### config.mk
export PLATFORM = sky130hd
export DESIGN_NAME = pic_irq_priority_flat
export DESIGN_NICKNAME = d
export VERILOG_FILES = /design/src/rtl/pic_irq_priority_pkg.sv /design/src/rtl/pic_irq_priority_if.sv /design/src/rtl/pic_irq_priority_resolve.sv /design/src/rtl/pic_irq_priority.sv /design/src/flat_wrapper.sv
export SDC_FILE = /design/constraint.sdc
export NUM_CORES = 1
export LEC_CHECK = 0
export BUFFER_PORTS_ARGS = -buffer_cell sky130_fd_sc_hd__buf_2
export CELL_PAD_IN_SITES_DETAIL_PLACEMENT = 0
export CELL_PAD_IN_SITES_GLOBAL_PLACEMENT = 2
export CORE_MARGIN = 2
export CORE_UTILIZATION = 40
export CTS_BUF_LIST = sky130_fd_sc_hd__clkbuf_16
export DETAILED_ROUTE_END_ITERATION = 8
export GPL_TIMING_DRIVEN = 0
export PLACE_DENSITY_LB_ADDON = 0.1
export SKIP_CTS_REPAIR_TIMING = 1
export SYNTH_ARGS = -nofsm -noshare
export SYNTH_HDL_FRONTEND = slang
export SYNTH_SLANG_ARGS = --single-unit
### constraint.sdc
create_clock -name clk -period 13.6 [get_ports clk]
set_input_delay 1.36 -clock clk [delete_from_list [all_inputs] [get_ports clk]]
set_output_delay 1.36 -clock clk [all_outputs]
set_load 0.01 [all_outputs]
### src/rtl/pic_irq_priority_pkg.sv
// pic_irq_priority_pkg: shared FSM states, INTA phases and priority helpers for the PIC priority stage
package pic_irq_priority_pkg;
  typedef enum logic [1:0] {ST_IDLE, ST_FIRST, ST_SECOND} state_t;
  localparam logic [1:0] INTA_IDLE = 2'd0;
  localparam logic [1:0] INTA_FIRST = 2'd1;
  localparam logic [1:0] INTA_SECOND = 2'd2;
  localparam logic [2:0] SPURIOUS_LVL = 3'd7;
  localparam logic [2:0] RESET_LP = 3'd7;
  // 0 = highest priority, 7 = lowest, relative to the lowest-priority pointer
  function automatic logic [2:0] prio_rank(input logic [2:0] lvl, input logic [2:0] lp);
    return lvl - lp - 3'd1;
  endfunction
  function automatic logic [7:0] bit8(input logic [2:0] n);
    return 8'd1 << n;
  endfunction
endpackage

### src/rtl/pic_irq_priority_if.sv
// pic_irq_priority_if: control-unit facing signals of the PIC priority stage
interface pic_irq_priority_if;
  logic [7:0] ir;
  logic level;
  logic [7:0] interrupt_mask;
  logic r;
  logic aeoi;
  logic [1:0] inta_count;
  logic eoi_stb;
  logic eoi_specific;
  logic [2:0] eoi_level;
  logic internal_int;
  logic [2:0] ir_num;
  logic [7:0] irr;
  logic [7:0] isr;
  modport master (
    output ir, level, interrupt_mask, r, aeoi, inta_count, eoi_stb, eoi_specific, eoi_level,
    input internal_int, ir_num, irr, isr
  );
  modport slave (
    input ir, level, interrupt_mask, r, aeoi, inta_count, eoi_stb, eoi_specific, eoi_level,
    output internal_int, ir_num, irr, isr
  );
endinterface

### src/rtl/pic_irq_priority_resolve.sv
// pic_prio_resolve8: rotated find-first-set, level (lp+1) mod 8 is highest priority
module pic_prio_resolve8 (
  input logic [7:0] i_vec,
  input logic [2:0] i_lp,
  output logic o_valid,
  output logic [2:0] o_lvl
);
  // scan lowest to highest priority so the last hit is the winner
  always_comb begin
    o_valid = 1'b0;
    o_lvl = 3'd0;
    for (int k = 8; k >= 1; k--) begin
      if (i_vec[3'(i_lp + 3'(k))]) begin
        o_valid = 1'b1;
        o_lvl = 3'(i_lp + 3'(k));
      end
    end
  end
endmodule

### src/rtl/pic_irq_priority.sv
// pic_irq_priority: 8259-style IRR/ISR/priority stage with INTA sequencing and EOI handling
module pic_irq_priority
  import pic_irq_priority_pkg::*;
(
  input logic clk,
  input logic rst,
  pic_irq_priority_if.slave bus
);
  state_t r_state;
  logic [7:0] r_irr, r_isr, r_ir_prev;
  logic [2:0] r_ir_num, r_lp;
  logic r_int, r_spur;
  logic w_cand_valid, w_isv_valid, w_req, w_latch, w_set, w_eoi_hit, w_aeoi_hit;
  logic [2:0] w_cand, w_isv, w_eoi_lvl, w_lp_n;
  logic [7:0] w_irr_n, w_isr_n;
  pic_prio_resolve8 u_cand (
    .i_vec(r_irr & ~bus.interrupt_mask), .i_lp(r_lp), .o_valid(w_cand_valid), .o_lvl(w_cand)
  );
  pic_prio_resolve8 u_isv (
    .i_vec(r_isr), .i_lp(r_lp), .o_valid(w_isv_valid), .o_lvl(w_isv)
  );
  assign w_req = w_cand_valid && (!w_isv_valid || prio_rank(w_cand, r_lp) < prio_rank(w_isv, r_lp));
  assign w_latch = r_state == ST_IDLE && bus.inta_count == INTA_FIRST;
  assign w_set = w_latch && w_cand_valid;
  assign w_eoi_lvl = bus.eoi_specific ? bus.eoi_level : w_isv;
  assign w_eoi_hit = bus.eoi_stb && (bus.eoi_specific ? r_isr[bus.eoi_level] : w_isv_valid);
  assign w_aeoi_hit = r_state == ST_FIRST && bus.inta_count == INTA_SECOND && bus.aeoi && !r_spur;
  // a falling request line withdraws a pending edge request as well
  assign w_irr_n = (bus.level ? bus.ir : (r_irr | (bus.ir & ~r_ir_prev)) & bus.ir)
                   & ~(w_set ? bit8(w_cand) : 8'd0);
  // EOI acts on the pre-latch ISR; the latch set is applied last so it wins
  assign w_isr_n = (r_isr & ~(w_eoi_hit ? bit8(w_eoi_lvl) : 8'd0) & ~(w_aeoi_hit ? bit8(r_ir_num) : 8'd0))
                   | (w_set ? bit8(w_cand) : 8'd0);
  assign w_lp_n = (bus.r && w_aeoi_hit) ? r_ir_num : (bus.r && w_eoi_hit) ? w_eoi_lvl : r_lp;
  always_ff @(posedge clk or posedge rst) begin
    if (rst) begin
      r_state <= ST_IDLE;
      r_irr <= 8'd0;
      r_isr <= 8'd0;
      r_ir_prev <= 8'd0;
      r_ir_num <= SPURIOUS_LVL;
      r_lp <= RESET_LP;
      r_int <= 1'b0;
      r_spur <= 1'b0;
    end else begin
      r_state <= bus.inta_count == INTA_IDLE ? ST_IDLE
               : w_latch ? ST_FIRST
               : (r_state == ST_FIRST && bus.inta_count == INTA_SECOND) ? ST_SECOND
               : r_state;
      r_irr <= w_irr_n;
      r_isr <= w_isr_n;
      r_ir_prev <= bus.ir;
      r_lp <= w_lp_n;
      r_int <= w_req && !w_latch;
      if (w_latch) begin
        r_ir_num <= w_cand_valid ? w_cand : SPURIOUS_LVL;
        r_spur <= !w_cand_valid;
      end
    end
  end
  assign bus.internal_int = r_int;
  assign bus.ir_num = r_ir_num;
  assign bus.irr = r_irr;
  assign bus.isr = r_isr;
endmodule

### src/flat_wrapper.sv
// flat-port wrapper written by rule: the top's interface ports become plain ports
module pic_irq_priority_flat import pic_irq_priority_pkg::*;
  (clk, rst, bus_ir, bus_level, bus_interrupt_mask, bus_r, bus_aeoi, bus_inta_count, bus_eoi_stb, bus_eoi_specific, bus_eoi_level, bus_internal_int, bus_ir_num, bus_irr, bus_isr);
  pic_irq_priority_if bus_i ();
  input logic clk;
  input logic rst;
  input wire logic [$bits(bus_i.ir)-1:0] bus_ir;
  input wire logic [$bits(bus_i.level)-1:0] bus_level;
  input wire logic [$bits(bus_i.interrupt_mask)-1:0] bus_interrupt_mask;
  input wire logic [$bits(bus_i.r)-1:0] bus_r;
  input wire logic [$bits(bus_i.aeoi)-1:0] bus_aeoi;
  input wire logic [$bits(bus_i.inta_count)-1:0] bus_inta_count;
  input wire logic [$bits(bus_i.eoi_stb)-1:0] bus_eoi_stb;
  input wire logic [$bits(bus_i.eoi_specific)-1:0] bus_eoi_specific;
  input wire logic [$bits(bus_i.eoi_level)-1:0] bus_eoi_level;
  output wire logic [$bits(bus_i.internal_int)-1:0] bus_internal_int;
  output wire logic [$bits(bus_i.ir_num)-1:0] bus_ir_num;
  output wire logic [$bits(bus_i.irr)-1:0] bus_irr;
  output wire logic [$bits(bus_i.isr)-1:0] bus_isr;
  assign bus_i.ir = bus_ir;
  assign bus_i.level = bus_level;
  assign bus_i.interrupt_mask = bus_interrupt_mask;
  assign bus_i.r = bus_r;
  assign bus_i.aeoi = bus_aeoi;
  assign bus_i.inta_count = bus_inta_count;
  assign bus_i.eoi_stb = bus_eoi_stb;
  assign bus_i.eoi_specific = bus_eoi_specific;
  assign bus_i.eoi_level = bus_eoi_level;
  assign bus_internal_int = bus_i.internal_int;
  assign bus_ir_num = bus_i.ir_num;
  assign bus_irr = bus_i.irr;
  assign bus_isr = bus_i.isr;
  pic_irq_priority u_core (.clk(clk), .rst(rst), .bus(bus_i));
endmodule
==> results_dict.tcl, run 1 <==
set metrics [dict create \
    status "completed" \
    crit_required_ns 13.71 \
    rsz0062_at_grt "false" \
    drt_iter0_drc 249 \
    via_per_inst 6.33 \
    worstHoldStart "u_core.r_ir_prev[2]" \
    synth_area_sq_mm 0.00378 \
    worst_pin_slew_ns 1.27 \
    critPathLaunch "u_core.r_lp[1]" \
    final_util_pct 47.4 \
    place.gp.congestion 0.926 \
    syn_to_final_growth_pct 15.4 \
    rr_startpoint "u_core.r_lp[1]" \
    antenna_found_initial 0 \
    antenna_left 0 \
    r2r-end "u_core.bus.internal_int" \
    setup_viol 0 \
    critPathMaxStageDelay_ns 0.78 \
    critPathSlowestCell "a211oi_1" \
    final_layout_size_suffix_gt1_share_pct 27.0 \
    post-dp-hpwl_um 9260 \
    synth_seq_cells 34 \
    grt.total_usage_pct 24.2 \
    yosysSeqAreaShare_pct 22.7 \
    skew_ns 0.00237 \
    synth_edf_count 0 \
    clk_pin_slew_ns 0.05 \
    synth_nets 449 \
    synth-async-reset-ratio_pct 100 \
    cts_tree "yes" \
    fin_crit_sh_pct 44.9 \
    cts.sinks 34 \
    fin_setup_tns_ns 0 \
    start_util_pct 41.1 \
    portBuffers 45 \
    maxCapViolCount 0 \
    fmaxAchievable_mhz 164 \
    design.die.area_sq_mm 0.0102 \
    rrSetupSlack_ns 7.50 \
    die_w_um 101 \
    core-area_sq_mm 0.00920 \
    syn_inst 413 \
    post_drt_wl_per_cell_um 20.8 \
    fin_crit_ns 6.10 \
    crit_top_cell "ha_1" \
    synthFlopType "dfrtp_1" \
    insertion_delay_ns 0.28 \
    critical_path.max_fanout 12 \
    cts_made_buffers 5 \
    worstPathArrival_ns 6.21 \
    yosysWarnings 0 \
    reg2regPathDepth 20 \
    grt_first_pass_wirelength_um 19200 \
    crit_path_end "u_core.bus.internal_int" \
    min_path_type "flop to flop" \
    via_count 3656 \
    drtPass1Iterations 5 \
    worstPathCellList "buf_2 > inv_1 > clkbuf_1 > ha_1 > buf_2 > buf_4 > clkbuf_1 > mux4_2 > o211ai_1 > a21oi_1 > a211oi_1 > inv_1 > ha_1 > fa_1 > xor2_1 > xnor2_1 > ha_1 > a21oi_1 > nor2_1 > nor3_1" \
    rows 35 \
    nets 502 \
    synth_cell_types 70 \
    worst_setup_path_end_kind "flop" \
    ff_latch_area_sq_um 858 \
    root_buffer "clkbuf_16" \
    startpoint_type "flop" \
    die_y_um 101 \
    grt_overflow 0 \
    fillers 904 \
    grt_max_degree 35 \
    route.detailed.drc 0 \
    multiInputGateArea_sq_mm 0.00272 \
    cts_max_level 2 \
    syn_area_per_cell_sq_um 9.15 \
    n_antenna_cell 0 \
    critPathKind "flop to flop" \
    finalHoldViolCount 0 \
    relSlewSlack_pct 14.4 \
    ios 48 \
    totalWireLength_um 12000 \
    max-clock-path-buffers 2 \
    grt_pass1_vias 3510 \
    drv_slew 0 \
]
## sequential cells by signal (all words and copies together), names as in the netlist
| register | count |
|---|---|
| u_core.r_state | 2 |
| u_core.bus.internal_int | 1 |
| u_core.r_spur | 1 |
| u_core.bus.ir_num | 3 |
| u_core.r_lp | 3 |
| u_core.bus.isr | 8 |
| u_core.r_ir_prev | 8 |
| u_core.bus.irr | 8 |
## cell usage in the layout, fill, tap and decap left out, types with 6 or more instances in the layout
master	netlist	routed
nand4_1	8	8
mux2i_1	16	16
inv_1	14	13
mux2_2	10	10
o21ai_0	16	16
dfrtp_1	28	28
nand3_1	14	14
nand2_1	42	42
nor3_1	8	8
clkbuf_1	17	17
nand2b_1	7	7
nand3b_1	7	7
buf_2	7	52
nor2_1	31	31
dfstp_2	6	6
nor2b_1	13	13
mux4_2	31	31
a21oi_1	28	28
o211ai_1	6	6
ha_1	6	6
## stage by stage
| step | cells | hold WS [ns] | area (sq um) | setup slack (ns) |
|---|---|---|---|---|
| final | 578 | 0.483 | 4360 | 7.50 |
| after global routing | 578 | 0.510 | 4360 | 7.11 |
| after CTS | 577 | 0.486 | 4330 | 7.45 |
| after detailed placement | 569 | 0.479 | 4140 | 7.47 |
| after global placement | 569 | 0.471 | 4140 | 7.44 |
| after floorplan | 413 | 0.463 | 3780 | 8.91 |
## worst min-delay path by stage
stage                                    to  cells after the start  slack [ns]
after floorplan           u_core.bus.irr[0]                      3        0.46
after global placement    u_core.bus.irr[1]                      3        0.47
after detailed placement  u_core.bus.irr[2]                      3        0.48
after CTS                 u_core.bus.irr[2]                      3        0.49
after global routing      u_core.bus.irr[2]                      3        0.51
final                     u_core.bus.irr[2]                      3        0.48
## critical path, delay by kind of cell, from the launching register on
kind,cells,cell delay [ns]
buffers and inverters,7,1.95
muxes,1,0.42
and+or+nand+nor,2,0.16
xor gates and xnor gates,2,0.32
adders and majority gates,4,1.42
AOI/OAI and AO/OA,4,1.09
DFF,1,0.55
## cell families after synthesis
group | after synthesis | share of synthesized area, %
simple gates | 150 | 20.1
compound gates | 110 | 20.8
mux | 57 | 25.7
buf+inv | 46 | 5.20
flops | 34 | 22.7
xor+xnor | 8 | 2.45
fa+ha+maj | 8 | 3.05
## metal layers
| metal | vias up | GRT usage [%] | routed length [um] |
|---|---|---|---|
| met4 | 0 | 8.11 | 282 |
| met3 | 21 | 2.83 | 718 |
| met1 | 1798 | 35.0 | 5350 |
| met2 | 137 | 37.9 | 5670 |
| met5 | - | 0 | 0 |
| li1 | 1700 | - | - |
## cells in the mapped netlist (all sizes together) (4+ instances only)
cell type / number / area share, %
nor2b: 13 / 2.2
nand3b: 7 / 1.4
or3b: 6 / 1.4
o21ai: 19 / 2.5
nand2: 42 / 4.2
o211ai: 6 / 1.2
clkbuf: 17 / 1.7
mux4: 31 / 18
o22ai: 5 / 0.99
dfstp: 6 / 4.2
mux2i: 16 / 4.2
a211oi: 6 / 1.3
a32o: 5 / 1.3
a221o: 4 / 1.1
buf: 12 / 1.8
inv: 16 / 1.6
a21oi: 29 / 3.9
dfrtp: 28 / 19
mux2: 10 / 3.0
ha: 6 / 2.0
and2: 4 / 0.66
xnor2: 5 / 1.4
nand2b: 7 / 1.2
nor3: 8 / 1.1
o31ai: 4 / 0.93
nand4: 8 / 1.3
nand3: 14 / 1.9
nor2: 31 / 3.1
## area by class of cell
cell class / count / area share (%)
multi-input combinational: 333 / 62.5
sequential: 34 / 19.7
clock inverter: 3 / 1.46
tap: 111 / 3.19
buffer: 29 / 3.04
timing repair buffer: 46 / 5.80
clock buffer: 5 / 2.87
inverter: 17 / 1.46
Power of run 1 is not shown: default switching activity piles up to over one toggle a cycle in this logic, so the estimate is an artifact.
==> inputs of run 2 (changes only) <==
--- a/config.mk
+++ b/config.mk
@@ -5,11 +5,12 @@
 export SDC_FILE = /design/constraint.sdc
 export NUM_CORES = 1
 export LEC_CHECK = 0
+export ABC_AREA = 1
 export BUFFER_PORTS_ARGS = -buffer_cell sky130_fd_sc_hd__buf_2
 export CELL_PAD_IN_SITES_DETAIL_PLACEMENT = 0
 export CELL_PAD_IN_SITES_GLOBAL_PLACEMENT = 2
 export CORE_MARGIN = 2
-export CORE_UTILIZATION = 40
+export CORE_UTILIZATION = 28
 export CTS_BUF_LIST = sky130_fd_sc_hd__clkbuf_16
 export DETAILED_ROUTE_END_ITERATION = 8
 export GPL_TIMING_DRIVEN = 0
==> constraint.sdc (replaced) <==
create_clock -name clk -period 5.01 [get_ports clk]
set_input_delay 0.501 -clock clk [delete_from_list [all_inputs] [get_ports clk]]
set_output_delay 0.501 -clock clk [all_outputs]
set_load 0.01 [all_outputs]
==> run 2 against run 1 <==
Net effect: synthesized cell count up 18%; global-route usage shrank 5.5 points; flip-flop and latch count did not move; cell count increased by 18%; sequential share of layout area increased by 3.9 points; via count fell by 9.5%; register-to-register slack got worse by 7.1 ns; die area grew 15%; critical path depth up 5; utilization down 14 points; clock-buffer cell count unchanged; design area shrank 16%; critical path type unchanged.
==> results_dict.tcl, run 2 <==
set metrics [dict create \
    critPathMaxStageDelay_ns 0.52 \
    design.die.area_sq_mm 0.0118 \
    fin_crit_ns 4.62 \
    place.gp.congestion 0.858 \
    cts_made_buffers 5 \
    cts_tree "yes" \
    min_path_type "primary input to asynchronous set/reset pin" \
    startpoint_type "flop" \
    synthFlopType "dfrtp_1" \
    worst_setup_path_end_kind "flop" \
    critPathSlowestCell "dfstp_2" \
    synth_commonest_cells "169 x nand2_1, 84 x nand3_1, 53 x inv_1" \
    crit_required_ns 5.19 \
    final_common_cell "nand2_1" \
    final_layout_size_suffix_gt1_share_pct 19.7 \
    synth_edf_count 0 \
    cp_top_family "adder cells" \
    yosysSeqAreaShare_pct 28.0 \
    gr-usage-met2_pct 30.6 \
    drt_iter0_drc 187 \
    worstPathArrival_ns 4.79 \
    totalWireLength_um 10600 \
    synth.largest_area_cell "dfrtp_1" \
    critical_path.max_fanout 12 \
    synth_cell_types 38 \
    crit_top_cell "nand2_1" \
    rows 38 \
    synth_seq_cells 34 \
    synth-async-reset-ratio_pct 100 \
    cp_num_buf_inv 6 \
    synth_area_sq_mm 0.00307 \
    grt_first_pass_wirelength_um 16900 \
    clk_pin_slew_ns 0.05 \
    reg2regPathDepth 25 \
    fin_setup_tns_ns 0 \
    antenna_found_initial 0 \
    grt-busiest-layer "met2" \
    synth_nets 524 \
    drtPass1Iterations 5 \
    n_antenna_cell 0 \
    grt.total_usage_pct 18.7 \
    via_count 3309 \
    status "completed" \
    syn_inst 488 \
    synth_top_area_share_pct 22.8 \
    cts_max_level 2 \
    whs_ns 0.196 \
    ios 48 \
    max-clock-path-buffers 2 \
    met3_usage_pct 1.79 \
    nets 579 \
    relSlewSlack_pct 31.6 \
    via_per_inst 4.84 \
    maxCapViolCount 0 \
    die_w_um 109 \
    grt_overflow 0 \
    antenna_left 0 \
    fin_crit_sh_pct 92.2 \
    finalHoldViolCount 0 \
    portBuffers 47 \
    yosys-top-cells-area "dfrtp_1 23%, nand2_1 21%, nand3_1 14%" \
    yosysMostFrequentCell "nand2_1" \
    die_y_um 109 \
    fmaxAchievable_mhz 217 \
    grt_use_met1_pct 26.8 \
    core-area_sq_mm 0.0108 \
    yosysWarnings 0 \
    start_util_pct 28.4 \
    root_buffer "clkbuf_16" \
    grt_max_degree 35 \
    rsz0062_at_grt "false" \
    cp.depth 25 \
    skew_ns 0.00534 \
    drv_slew 0 \
    post-dp-hpwl_um 8490 \
    insertion_delay_ns 0.27 \
    post_drt_wl_per_cell_um 15.4 \
    route.detailed.drc 0 \
    worst_pin_slew_ns 1.02 \
    grt_pass1_vias 3150 \
    syn_area_per_cell_sq_um 6.29 \
    syn_to_final_growth_pct 18.7 \
    critPathKind "flop to flop" \
    cts.sinks 34 \
    final_cell_mix "169 x nand2_1, 84 x nand3_1, 53 x inv_1" \
    setup_viol 0 \
]
## run 2: changes by cell type after synthesis, sizes merged, moves of 6 or more
| cell | before | now |
|---|---|---|
| nand2 | 42 | 179 |
| nand3 | 14 | 87 |
| inv | 16 | 63 |
| mux4 | 31 | 0 |
| clkbuf | 17 | 0 |
| mux2i | 16 | 0 |
| nor2b | 13 | 0 |
| mux2 | 10 | 0 |
| nand4 | 8 | 0 |
| nand2b | 7 | 0 |
| a211oi | 6 | 0 |
| or3b | 6 | 0 |
## run 2: cells by family (layout without fill, tap and decap cells)
group | after synthesis | count (layout) | share of synthesized area [%]
compound gates | 59 | 59 | 11.5
simple gates | 306 | 306 | 43.9
flops | 34 | 34 | 28.0
buf+inv | 74 | 130 | 10.4
fa+ha+maj | 8 | 8 | 3.75
xor+xnor | 7 | 7 | 2.49
## run 2: metal layers
layer	wire length, um	vias to the layer above
met3	372	13
met1	5100	1519
met5	0	-
met4	135	0
li1	-	1704
met2	4960	73
## run 2: path summary, 6_finish.rpt
path	start	to	slack [ns]
min reg2reg	u_core.r_ir_prev[3]	u_core.bus.irr[3]	0.48
min in group clk	bus_ir[6]	u_core.r_ir_prev[6]	0.35
max reg2reg	u_core.r_lp[1]	u_core.bus.internal_int	0.39
max	u_core.r_lp[1]	u_core.bus.internal_int	0.39
min	rst	u_core.r_ir_prev[3]	0.20
max in group asynchronous	rst	u_core.r_lp[2]	4.29
## run 2: layout make-up
| class | count | area (sq um) |
|---|---|---|
| tap | 140 | 175 |
| multi-input combinational | 380 | 1890 |
| timing repair buffer | 48 | 263 |
| sequential | 34 | 858 |
| clock inverter | 3 | 12.5 |
| clock buffer | 5 | 125 |
| buffer | 10 | 77.6 |
| inverter | 64 | 243 |
| fill | 1231 | 7150 |
## run 2: stage by stage
step	utilization [%]	instance area [sq um]	std cells	worst slack (ns)
final	33.8	3650	684	0.393
after CTS	33.5	3620	683	0.412
after floorplan	-	3070	488	1.13
after global placement	32.3	3480	675	0.393
after global routing	33.8	3650	684	0.0711
after detailed placement	32.3	3480	675	0.417
Power of run 2 is left out for the same reason.
==> inputs of run 3 (changes only) <==
--- a/config.mk
+++ b/config.mk
@@ -10,7 +10,7 @@
 export CELL_PAD_IN_SITES_DETAIL_PLACEMENT = 0
 export CELL_PAD_IN_SITES_GLOBAL_PLACEMENT = 2
 export CORE_MARGIN = 2
-export CORE_UTILIZATION = 28
+export CORE_UTILIZATION = 29
 export CTS_BUF_LIST = sky130_fd_sc_hd__clkbuf_16
 export DETAILED_ROUTE_END_ITERATION = 8
 export GPL_TIMING_DRIVEN = 0
@@ -18,4 +18,5 @@
 export SKIP_CTS_REPAIR_TIMING = 1
 export SYNTH_ARGS = -nofsm -noshare
 export SYNTH_HDL_FRONTEND = slang
+export SYNTH_HIERARCHICAL = 1
 export SYNTH_SLANG_ARGS = --single-unit
==> run 3 against run 2 <==
Net effect: cell count fell by 1.9%; synthesized area rose by 3.3%; worst hold slack improved by 0.14 ns; critical path depth fell by 3; non-clock buffer count fell by 5; critical path type unchanged.
==> results_dict.tcl, run 3 <==
set metrics [dict create \
    cp_num_buf_inv 4 \
    yosysSeqAreaShare_pct 27.1 \
    ios 48 \
    final_util_pct 34.6 \
    synth_nets 514 \
    grt_overflow 0 \
    synth-async-reset-ratio_pct 100 \
    fin_crit_sh_pct 82.4 \
    rr_startpoint "u_core/r_lp[1]" \
    grt_pass1_vias 3115 \
    drv_slew 0 \
    die_y_um 109 \
    cts.sinks 34 \
    die_w_um 109 \
    totalWireLength_um 9540 \
    n_antenna_cell 0 \
    design.die.area_sq_mm 0.0118 \
    final_cell_mix "136 x nand2_1, 77 x nand3_1, 67 x inv_1" \
    syn_to_final_growth_pct 17.3 \
    fillers 1227 \
    worst_setup_path_end_kind "flop" \
    nets 568 \
    syn_inst 476 \
    fmaxAchievable_mhz 242 \
    yosysWarnings 6 \
    yosysMostFrequentCell "nand2_1" \
    maxCapViolCount 0 \
    cts_max_level 2 \
    critical_path.max_fanout 8 \
    start_util_pct 29.5 \
    grt_first_pass_wirelength_um 15800 \
    rows 38 \
    crit_top_cell "nand2_1" \
    worstPathCellList "buf_4 > inv_2 > ha_1 > inv_2 > nand3_1 > nand3_1 > nand2_1 > o21bai_1 > nand2_1 > nand2_1 > nand2_1 > nand3_1 > nand2_1 > ha_1 > inv_1 > fa_1 > xnor2_1 > xor2_1 > ha_1 > a21oi_1 > nand2_1 > a21oi_1" \
    portBuffers 47 \
    fin_setup_tns_ns 0 \
    critPathMaxStageDelay_ns 0.62 \
    antenna_left 0 \
    antenna_found_initial 0 \
    grt_max_degree 35 \
    cts_tree "yes" \
    final_common_cell "nand2_1" \
    worst_pin_slew_ns 0.710 \
    finalHoldViolCount 0 \
    route.detailed.drc 0 \
    synth_seq_cells 34 \
    final_layout_size_suffix_gt1_share_pct 20.2 \
    rsz0062_at_grt "false" \
    critPathKind "flop to flop" \
    insertion_delay_ns 0.27 \
    clk_pin_slew_ns 0.05 \
    crit_required_ns 5.19 \
    core-area_sq_mm 0.0107 \
    synth_commonest_cells "136 x nand2_1, 77 x nand3_1, 67 x inv_1" \
    setup_viol 0 \
    worstPathArrival_ns 4.31 \
    drtPass1Iterations 4 \
    yosys-top-cells-area "dfrtp_1 22%, nand2_1 16%, nand3_1 12%" \
    synthFlopType "dfrtp_1" \
    synth_edf_count 0 \
    startpoint_type "flop" \
    cp_top_family "adder cells" \
    status "completed" \
    cts_made_buffers 5 \
    post_drt_wl_per_cell_um 14.2 \
    via_per_inst 4.77 \
    r2r-end "u_core/bus.internal_int" \
    grt.total_usage_pct 17.3 \
    drt_iter0_drc 156 \
    relSlewSlack_pct 52.6 \
    post-dp-hpwl_um 7770 \
    via_count 3198 \
    critPathSlowestCell "dfstp_2" \
    root_buffer "clkbuf_16" \
    synth.largest_area_cell "dfrtp_1" \
    reg2regPathDepth 22 \
    min_path_type "primary input to asynchronous set/reset pin" \
    place.gp.congestion 0.811 \
    max-clock-path-buffers 2 \
    synth_area_sq_mm 0.00317 \
    syn_area_per_cell_sq_um 6.66 \
    rrSetupSlack_ns 0.88 \
    synth_top_area_share_pct 22.1 \
    synth_cell_types 35 \
    fin_crit_ns 4.13 \
    skew_ns 0.00314 \
]
-- run 3: changes by cell type in the layout (fill, tap and decap cells not counted), sizes merged, moves of 6 or more --
cell / before / now
a21oi: 27 / 20
a31oi: 2 / 12
inv: 63 / 74
nand2: 179 / 143
nand3: 87 / 93
nand4: 0 / 7
xnor2: 3 / 9
-- run 3: layout make-up --
cell class | instances | area, sq um | area share [%]
Multi-Input combinational cell | 363 | 1960 | 52.8
Sequential cell | 34 | 858 | 23.1
Inverter | 73 | 289 | 7.77
Timing Repair Buffer | 47 | 235 | 6.32
Tap cell | 140 | 175 | 4.71
Clock buffer | 5 | 125 | 3.36
Buffer | 6 | 60.1 | 1.61
Clock inverter | 3 | 12.5 | 0.336
-- run 3: routing by layer --
| layer | share of wire, % | GRT usage, % | up-vias |
|---|---|---|---|
| met3 | 4.3 | 2.71 | 6 |
| met5 | 0 | 0 | - |
| met2 | 47 | 29.2 | 64 |
| li1 | - | - | 1672 |
| met4 | 0.57 | 2.93 | 0 |
| met1 | 49 | 23.7 | 1456 |
-- run 3: worst max path at each step --
stage                               from                       to  slack [ns]  cells past startpoint
final                     u_core/r_lp[1]  u_core/bus.internal_int        0.88                     22
after global routing      u_core/r_lp[1]  u_core/bus.internal_int        0.43                     22
after CTS                 u_core/r_lp[1]  u_core/bus.internal_int        0.82                     22
after detailed placement  u_core/r_lp[1]  u_core/bus.internal_int        0.84                     22
after global placement    u_core/r_lp[1]  u_core/bus.internal_int        0.81                     22
after floorplan           u_core/r_lp[1]  u_core/bus.internal_int        1.50                     22
-- run 3: cell families (layout without fill, tap and decap cells) --
kind of cell | Yosys count | after routing | synth area share (%)
flip-flops | 34 | 34 | 27.1
adder cells (fa/ha/maj) | 10 | 10 | 4.42
XOR/XNOR | 14 | 14 | 4.81
buffers and inverters | 79 | 134 | 11.0
AO/OA/AOI/OAI | 59 | 59 | 11.0
AND/OR/NAND/NOR | 280 | 280 | 41.7
-- run 3: worst reg2reg max path, cell delays in order, from the launching register on --
cell,delay (ns)
dfstp_2,0.62
buf_4,0.21
inv_2,0.10
ha_1,0.41
inv_2,0.16
nand3_1,0.12
nand3_1,0.14
nand2_1,0.15
o21bai_1,0.18
nand2_1,0.06
nand2_1,0.05
nand2_1,0.05
nand3_1,0.06
nand2_1,0.14
ha_1,0.17
inv_1,0.05
fa_1,0.37
xnor2_1,0.17
xor2_1,0.19
ha_1,0.26
a21oi_1,0.15
nand2_1,0.06
a21oi_1,0.17
-- run 3: through the flow --
stage               instance area, sq um  cells  setup WS [ns]  hold WS (ns)
CTS                                 3720    671          0.817         0.343
global route                        3720    671          0.431         0.343
global placement                    3580    663          0.814         0.407
detailed placement                  3580    663          0.838         0.416
floorplan                           3170    476           1.50         0.400
finish                              3720    671          0.881         0.340
Power of run 3 is left out for the same reason.
